$ cat src/rtl/riscv_trap_pkg.sv
// riscv_trap_pkg
// Shared encodings for the trap sequencer: PC-select values, the request
// kinds that can cause a redirect, the sequencer FSM states and small
// decode helpers used by both the priority resolver and the sequencer.
package riscv_trap_pkg;

    // Next-PC source selected by the frontend mux
    typedef enum logic [1:0] {
        PC_NORM = 2'b00,
        PC_TVEC = 2'b01,
        PC_MEPC = 2'b10,
        PC_SEPC = 2'b11
    } pcsel_e;

    // Kind of redirect request; NONE means nothing pending
    typedef enum logic [2:0] {
        KIND_NONE = 3'd0,
        KIND_EXC  = 3'd1,
        KIND_IRQ  = 3'd2,
        KIND_MRET = 3'd3,
        KIND_SRET = 3'd4
    } kind_e;

    typedef enum logic [1:0] {
        ST_IDLE  = 2'd0,
        ST_WAIT  = 2'd1,
        ST_FLUSH = 2'd2
    } state_e;

    localparam int CNT_W = 4;

    // Trap entries go to the vector; returns go to the saved epc
    function automatic pcsel_e kind_to_pcsel(kind_e k);
        case (k)
            KIND_EXC, KIND_IRQ: return PC_TVEC;
            KIND_MRET:          return PC_MEPC;
            KIND_SRET:          return PC_SEPC;
            default:            return PC_NORM;
        endcase
    endfunction

    // Only trap entries update cause/epc/status
    function automatic logic kind_is_entry(kind_e k);
        return (k == KIND_EXC) || (k == KIND_IRQ);
    endfunction

endpackage

$ cat src/rtl/riscv_trap_prio.sv
// riscv_trap_prio
// Combinational fixed-priority resolver for simultaneous redirect requests:
// exception > interrupt > mret > sret.
// Ports:
//   gototrap_i  exception at commit
//   irq_i       pending enabled interrupt
//   ret_i       trap return request (1 = mret, 2 = sret, 0/3 = none)
//   kind_o      winning request kind, KIND_NONE when nothing requested
module riscv_trap_prio
    import riscv_trap_pkg::*;
(
    input  logic       gototrap_i,
    input  logic       irq_i,
    input  logic [1:0] ret_i,
    output kind_e      kind_o
);

    always_comb begin
        kind_o = KIND_NONE;
        if (gototrap_i)          kind_o = KIND_EXC;
        else if (irq_i)          kind_o = KIND_IRQ;
        else if (ret_i == 2'd1)  kind_o = KIND_MRET;
        else if (ret_i == 2'd2)  kind_o = KIND_SRET;
    end

endmodule

$ cat src/rtl/riscv_trap_seq.sv
// riscv_trap_seq
// Trap/return redirect sequencer. Accepts exception, interrupt and trap
// return requests, waits while the frontend is stalled, then issues a
// redirect: one cycle of pcsel (+ CSR write for trap entries) together with
// a flush that is held for FLUSH_CYCLES cycles. All outputs are registered.
// Ports:
//   i_riscv_trapseq_clk            clock
//   i_riscv_trapseq_rst            synchronous active-high reset
//   i_riscv_trapseq_gototrap       exception at commit
//   i_riscv_trapseq_irq            pending enabled interrupt
//   i_riscv_trapseq_returnfromtrap 1 = mret, 2 = sret, 0/3 = none
//   i_riscv_trapseq_icache_stall   frontend cannot take a redirect
//   o_riscv_trapseq_flush          flush earlier pipeline stages
//   o_riscv_trapseq_pcsel          next-PC source
//   o_riscv_trapseq_csr_we         trap-entry CSR commit pulse
//   o_riscv_trapseq_is_irq         qualifies csr_we: interrupt entry
//   o_riscv_trapseq_busy           sequencer not idle
module riscv_trap_seq
    import riscv_trap_pkg::*;
#(
    parameter int FLUSH_CYCLES = 2
) (
    input  logic       i_riscv_trapseq_clk,
    input  logic       i_riscv_trapseq_rst,
    input  logic       i_riscv_trapseq_gototrap,
    input  logic       i_riscv_trapseq_irq,
    input  logic [1:0] i_riscv_trapseq_returnfromtrap,
    input  logic       i_riscv_trapseq_icache_stall,
    output logic       o_riscv_trapseq_flush,
    output logic [1:0] o_riscv_trapseq_pcsel,
    output logic       o_riscv_trapseq_csr_we,
    output logic       o_riscv_trapseq_is_irq,
    output logic       o_riscv_trapseq_busy
);

    localparam logic [CNT_W-1:0] CNT_LOAD = CNT_W'(FLUSH_CYCLES - 1);

    state_e           state_q, state_d;
    kind_e            kind_q, kind_d;
    logic [CNT_W-1:0] cnt_q, cnt_d;
    logic             flush_q, flush_d;
    pcsel_e           pcsel_q, pcsel_d;
    logic             csr_we_q, csr_we_d;
    logic             is_irq_q, is_irq_d;
    logic             busy_q, busy_d;

    kind_e            req_kind;
    kind_e            fire_kind;

    riscv_trap_prio u_prio (
        .gototrap_i (i_riscv_trapseq_gototrap),
        .irq_i      (i_riscv_trapseq_irq),
        .ret_i      (i_riscv_trapseq_returnfromtrap),
        .kind_o     (req_kind)
    );

    always_comb begin
        state_d   = state_q;
        kind_d    = kind_q;
        cnt_d     = cnt_q;
        fire_kind = KIND_NONE;
        flush_d   = 1'b0;
        pcsel_d   = PC_NORM;
        csr_we_d  = 1'b0;
        is_irq_d  = 1'b0;

        case (state_q)
            ST_IDLE: begin
                if (req_kind != KIND_NONE) begin
                    if (i_riscv_trapseq_icache_stall) begin
                        state_d = ST_WAIT;
                        kind_d  = req_kind;
                    end else begin
                        fire_kind = req_kind;
                    end
                end
            end
            ST_WAIT: begin
                // A fresh exception is more urgent than whatever is parked;
                // other new requests are dropped while a redirect is pending.
                if (i_riscv_trapseq_gototrap) kind_d = KIND_EXC;
                if (!i_riscv_trapseq_icache_stall) fire_kind = kind_d;
            end
            ST_FLUSH: begin
                // Requests here come from instructions being flushed.
                if (cnt_q == '0) begin
                    state_d = ST_IDLE;
                    kind_d  = KIND_NONE;
                end else begin
                    cnt_d   = cnt_q - 1'b1;
                    flush_d = 1'b1;
                end
            end
            default: begin
                state_d = ST_IDLE;
                kind_d  = KIND_NONE;
            end
        endcase

        // Redirect launch: pcsel/csr_we only on this first flush cycle
        if (fire_kind != KIND_NONE) begin
            state_d  = ST_FLUSH;
            kind_d   = fire_kind;
            cnt_d    = CNT_LOAD;
            flush_d  = 1'b1;
            pcsel_d  = kind_to_pcsel(fire_kind);
            csr_we_d = kind_is_entry(fire_kind);
            is_irq_d = (fire_kind == KIND_IRQ);
        end

        busy_d = (state_d != ST_IDLE);
    end

    always_ff @(posedge i_riscv_trapseq_clk) begin
        if (i_riscv_trapseq_rst) begin
            state_q  <= ST_IDLE;
            kind_q   <= KIND_NONE;
            cnt_q    <= '0;
            flush_q  <= 1'b0;
            pcsel_q  <= PC_NORM;
            csr_we_q <= 1'b0;
            is_irq_q <= 1'b0;
            busy_q   <= 1'b0;
        end else begin
            state_q  <= state_d;
            kind_q   <= kind_d;
            cnt_q    <= cnt_d;
            flush_q  <= flush_d;
            pcsel_q  <= pcsel_d;
            csr_we_q <= csr_we_d;
            is_irq_q <= is_irq_d;
            busy_q   <= busy_d;
        end
    end

    assign o_riscv_trapseq_flush  = flush_q;
    assign o_riscv_trapseq_pcsel  = pcsel_q;
    assign o_riscv_trapseq_csr_we = csr_we_q;
    assign o_riscv_trapseq_is_irq = is_irq_q;
    assign o_riscv_trapseq_busy   = busy_q;

endmodule

$ cat config.mk
export PLATFORM = sky130hd
export DESIGN_NAME = riscv_trap_seq
export DESIGN_NICKNAME = d
export VERILOG_FILES = /design/src/rtl/riscv_trap_pkg.sv /design/src/rtl/riscv_trap_prio.sv /design/src/rtl/riscv_trap_seq.sv
export SDC_FILE = /design/constraint.sdc
export NUM_CORES = 1
export LEC_CHECK = 0
export ABC_CLOCK_PERIOD_IN_PS = 1800
export BUFFER_PORTS_ARGS = -buffer_cell sky130_fd_sc_hd__buf_2
export CAP_MARGIN = 5
export CELL_PAD_IN_SITES_DETAIL_PLACEMENT = 1
export CELL_PAD_IN_SITES_GLOBAL_PLACEMENT = 1
export CORE_ASPECT_RATIO = 0.9
export CORE_UTILIZATION = 36
export DETAILED_ROUTE_END_ITERATION = 8
export GPL_ROUTABILITY_DRIVEN = 0
export GPL_TIMING_DRIVEN = 0
export PLACE_DENSITY_LB_ADDON = 0.1
export SLEW_MARGIN = 20
export SYNTH_ARGS = -nofsm -noshare
export SYNTH_HDL_FRONTEND = slang
export SYNTH_SLANG_ARGS = --single-unit
$ cat constraint.sdc
create_clock -name i_riscv_trapseq_clk -period 1.8 [get_ports i_riscv_trapseq_clk]
set_clock_uncertainty 0.15 [all_clocks]
set_input_delay 0.09 -clock i_riscv_trapseq_clk [delete_from_list [all_inputs] [get_ports i_riscv_trapseq_clk]]
set_output_delay 0.09 -clock i_riscv_trapseq_clk [all_outputs]
set_load 0.005 [all_outputs]
# == After elaboration in Yosys (flattened, before gate mapping) ==
# Cells that the tools add are included.
# op_classes
add_sub_neg,1
n_eq_ne,12
n_mux,26
bitwise_logic,2
reduce_logical,13
# ops
operator,count
3-bit 2-to-1 mux,12
2-bit case mux with 3 select lines,2
3-bit inequality test (second input constant),3
3-bit case mux with 3 select lines,1
2-bit 2-to-1 mux,4
3-bit by 2-bit == test with 1-bit output (second input constant),2
1-bit 2-to-1 mux,6
3-bit case mux with 2 select lines,1
3-bit nonzero test,2
2-bit OR reduction,3
2-bit by 1-bit == test with 1-bit output (second input constant),2
2-bit == test (second input constant),2
4-bit zero test,1
2-bit AND reduction,2
2-bit nonzero test,2
4-bit by 1-bit subtractor with 4-bit output (second input constant),1
3-bit by 1-bit == test with 1-bit output (second input constant),1
3-bit == test (second input constant),1
3-bit AND reduction,1
2-bit zero test,1
2-bit by 1-bit inequality test with 1-bit output (second input constant),1
1-bit NOT,2
1-bit logical OR,1
# word_totals
register_bits,15
inputBits,7
out_inout_bits,6
elab_cells,63

# == Depth between registers and ports, before layout ==
# depth
depth_word,11
depth_mapped,6
depth_no_buf,6

# == Cells and area by module ==
# From an unflattened synthesis, not the netlist that was laid out.
# hier_totals
cells_unflattened,85
hier_area_um2,774.5
# modules_own_cells
mod,instances,cells_per_inst,area_each_um2,seq_area_each_um2
riscv_trap_seq,1,80,737.0,300.3
riscv_trap_prio,1,5,37.5,0.0

# == Least setup slack after synthesis ==
# Ideal clock, no wire load.
# synth_timing
kind,flip-flop to flip-flop
from,reg state_q[0]
to,reg pcsel_q[0] (netlist: o_riscv_trapseq_pcsel[0])
setup_ns,0.087
arrival_time_ns,1.542
t_required_ns,1.563
setup_slack_ns,0.021
stages_incl_launch_ff,5
path_buffers,0
synth_period_minus_slack_ns,1.779
path_cell_list,dfxtp_1 -> or4b_4 -> a21o_1 -> or4_1 -> o31ai_1
# synth_between
elab_chain_cells,5
word_cells_on_any_way,12
classes_between,eq/ne (5); mux (2); bitwise (1); reduce/logical (4)
# synth_rtl
element,line_no,rtl
from (decl),riscv_trap_seq.sv:38,"state_e state_q, state_d;"
from (signal assigned),riscv_trap_seq.sv:125,state_q <= state_d;
2-bit by 1-bit == test with 1-bit output / 2-bit zero test (equally long branches),riscv_trap_seq.sv:67,case (state_q)
3-bit case mux with 2 select lines (*),riscv_trap_seq.sv:67,
"3-bit by 1-bit == test with 1-bit output, or another cell as far along",riscv_trap_pkg.sv:34,case (k)
2-bit OR reduction / 1-bit NOT (equally long branches),--,
2-bit case mux with 3 select lines / 2-bit OR reduction (equally long branches),--,
to (signal assigned),riscv_trap_seq.sv:129,pcsel_q <= pcsel_d;
to (decl),riscv_trap_seq.sv:42,"pcsel_e pcsel_q, pcsel_d;"
# Mark *: on every way between the ends. The rest lies on a longest branch, timed or not.
# A chain may end at the register's enable or synchronous reset.

# == Final worst setup path ==
# layout_timing
from,reg state_q[0]
to,reg kind_q[2]
# layout_between
elab_chain_cells,5
word_cells_on_any_way,11
classes_between,eq/ne (5); mux (3); reduce/logical (3)
# layout_rtl
element,line_no,rtl
2-bit by 1-bit == test with 1-bit output / 2-bit zero test (equally long branches),riscv_trap_seq.sv:67,
3-bit case mux with 2 select lines,riscv_trap_seq.sv:67,
3-bit nonzero test,riscv_trap_seq.sv:101,if (fire_kind != KIND_NONE) begin
3-bit inequality test (no line),--,
3-bit AND reduction (no line),--,
to (signal assigned),riscv_trap_seq.sv:126,kind_q <= kind_d;
to (decl),riscv_trap_seq.sv:39,"kind_e kind_q, kind_d;"
# Several ways; a longest one is shown, not always the timed one.

==> results by group <==
Status
  – Status: finished clean

Synthesis
  – Mux cell area share after synthesis: 0%
  – Ys Warns: 0
  – Post-Syn Instances: 83
  – Largest family of logic cells by synthesized area: compound AO/OA/AOI/OAI gates
  – Library cells used by synthesis: 34
  – Syn nets: 91
  – Post-Synth XOR/XNOR Area: 4.67%
  – Seq cells post-synth: 15
  – Adder-Cell Fraction of Synth Area: 1.67%
  – Post-synth ARST share: 0%
  – Post-synthesis sequential area ratio: 40.1%
  – Post-synthesis simple-gate area fraction: 22.2%
  – Predominant post-synthesis flop cell: dfxtp_1
  – Avg Inst Size Synth: 9.03 sq um
  – Post-synth EDFFs: 0
  – Synth Area in Compound Gates: 27.9%
  – Mapped cell area: 749 sq um

Clock network
  – Clock buffer depth: 2
  – Total CTS buffers: 3
  – H-tree depth: 1
  – CTS root buffer: clkbuf_4
  – Clock-pin slew on the worst setup and hold paths: 0.09 ns
  – Clk_lat worst skew: 0.29 ns
  – CTS tree: done
  – CTS Sinks: 15

GRT
  – Antenna violations before repair: 0
  – Largest net degree at the start of global routing: 11
  – Grt met1 use: 24.5%
  – Grt ovf: 0
  – Vias in the first global route: 656
  – Busiest grt layer: met2
  – Met2 usage: 28.3%
  – Global-route wire length before repair: 3.02 mm
  – Global Route Usage Sum: 18.8%
  – Met3 Track Usage GR: 7.07%

Setup path
  – Crit path capture type: flip-flop
  – Req. time, crit path: 1.85 ns
  – CP Class: flip-flop to flip-flop
  – Setup crit start: state_q[0]$_SDFF_PP0_
  – Worst r2r src: state_q[0]$_SDFF_PP0_
  – Type of origin of the critical path: flip-flop
  – Crit path DAT: 1.84 ns
  – Largest fanout on the critical path: 7

Die
  – Die height: 45.3 um
  – Core outline area: 0.00193 sq mm
  – Site Rows: 15
  – Die area: 0.00227 sq mm
  – Die W: 50.1 um
  – I/O pins: 13
  – Starting Density: 38.8%

Power
  – Worst vdd ir: 0.403 mV
  – Power Density: 812 mW/mm^2
  – Leakage: 0.373 nW

Hold path
  – Hold path start: i_riscv_trapseq_gototrap
  – Hold Crit Class: input port to flip-flop

Layout
  – Nets: 111
  – Ant. Diodes: 0
  – Design area: 911 sq um
  – Final Util: 47.1%
  – Multi-input logic area: 429 sq um
  – Non-filler cells, final: 127
  – Seq. cell area: 302 sq um
  – Share of cells above drive strength 1: 26.5%
  – Synthesis-to-finish area growth: 21.5%
  – Filler cells: 244

Place
  – Number of port buffers: 12
  – Dpl cell area: 841 sq um
  – Post-DP HPWL: 1.28 mm
  – Placed Instances: 120

Routing
  – Total routed wirelength: 1.73 mm
  – DR WL/cell: 13.6 um
  – # DRC: 0
  – First drt pass iteration count: 4
  – DRT antenna net count: 0
  – 1st-iter DRT viols: 9
  – Via count: 694
  – Via density: 5.46

STA
  – Min cycle time layout: 1.80 ns
  – Slew Viols, Final: 0
  – RSZ-0062 raised after global routing: yes
  – FMAX: 556 MHz
  – Tcrit/Tclk final: 99.9%
  – Worst slew pin tran: 0.546 ns
  – Endpoints failing hold: 0
  – Final setup fails: 0
  – Slew headroom: 63.1%

Job
  – Max-cap violation count: 0
[critical path: stages (launching register included)]
cell,delay [ns]
dfxtp_2,0.34
or4b_4,0.56
a21oi_4,0.26
o31ai_4,0.13
a41o_1,0.26
[cell type report]
cell class / count / area share, %
Inverter: 4 / 1.65
Multi-Input combinational cell: 61 / 47.1
Clock inverter: 1 / 0.549
Clock buffer: 3 / 2.47
Buffer: 2 / 1.24
Sequential cell: 15 / 33.1
Timing Repair Buffer: 16 / 10.4
Tap cell: 25 / 3.43
[state kept, by name, indices dropped and copies added (netlist names)]
signal / count
o_riscv_trapseq_pcsel: 2
o_riscv_trapseq_flush: 1
state_q: 2
cnt_q: 4
o_riscv_trapseq_busy: 1
o_riscv_trapseq_is_irq: 1
o_riscv_trapseq_csr_we: 1
kind_q: 3
[stage by stage]
step	setup slack, ns	power [mW]	setup TNS [ns]	hold slack (ns)
after floorplan	0.0212	0.484	0	0.138
after global placement	-0.136	0.530	-0.466	0.274
after detailed placement	-0.162	0.533	-0.615	0.269
after CTS	-0.0181	0.746	-0.0181	0.0661
after global routing	-0.0690	0.791	-0.233	0.111
final	0.00154	0.739	0	0.0776
[synth_stat cells, drive strengths merged (2+ instances only)]
cell,number,area (sq um)
dfxtp,15,300
a21oi,8,51.3
nor3,7,35.0
nand2,5,18.8
nor2,5,18.8
inv,4,15.0
a41o,3,30.0
clkbuf,3,11.3
nand3,3,15.0
o21ai,3,15.0
a211oi,2,15.0
nor2b,2,12.5
o31a,2,17.5
o31ai,2,28.8
or4b,2,23.8
xnor2,2,17.5
xor2,2,17.5
[power by group]
part	switching, mW	total, mW	internal [mW]
logic	0.0918	0.165	0.0736
registers	0.0161	0.372	0.356
clock network	0.119	0.202	0.0828
[worst paths after layout]
kind / slack (ns) / depth (start not counted) / end
setup / recovery: 0.002 / 4 / kind_q[2]$_SDFFE_PP0P_
hold / removal: 0.08 / 4 / o_riscv_trapseq_pcsel[1]$_SDFF_PP0_
setup reg to reg: 0.002 / 4 / kind_q[2]$_SDFFE_PP0P_
hold reg to reg: 0.34 / 1 / kind_q[1]$_SDFFE_PP0P_
[layer usage]
metal / share of wire (%) / vias to the layer above / wire [um]
li1: - / 353 / -
met1: 51 / 324 / 875
met2: 44 / 12 / 752
met3: 4.0 / 5 / 69
met4: 1.6 / 0 / 28
met5: 0 / - / 0
[placed cells by master (no fill, tap or decap), types with 2 or more instances in the layout]
| master | instances |
|---|---|
| nor2b_1 | 2 |
| xor2_1 | 2 |
| nor3_1 | 7 |
| inv_1 | 4 |
| nand2_1 | 5 |
| o31a_1 | 2 |
| nor2_1 | 4 |
| xnor2_1 | 2 |
| dlygate4sd3_1 | 2 |
| a211oi_1 | 2 |
| dfxtp_1 | 14 |
| clkbuf_4 | 4 |
| nand3_1 | 3 |
| buf_2 | 12 |
| o21ai_0 | 2 |
| a21oi_1 | 7 |
| a41o_1 | 3 |
| buf_4 | 2 |
[cell families after synthesis]
kind of cell | Yosys count
XOR/XNOR | 4
buffers and inverters | 7
AO/OA/AOI/OAI | 26
adder cells (fa/ha/maj) | 1
AND/OR/NAND/NOR | 30
flip-flops | 15
[repair_timing]
| item | 4_1_cts | 5_1_grt |
|---|---|---|
| hold endpoints to repair | 1 | 0 |
| setup buffers | 2 | 0 |
| hold buffers | 2 | 0 |
| pin swaps | 4 | 1 |
| setup endpoints to repair | 12 | 7 |
| resized for setup | 5 | 1 |
| gates cloned | 0 | 0 |
Note: power is estimated with default switching activity, not from simulation.
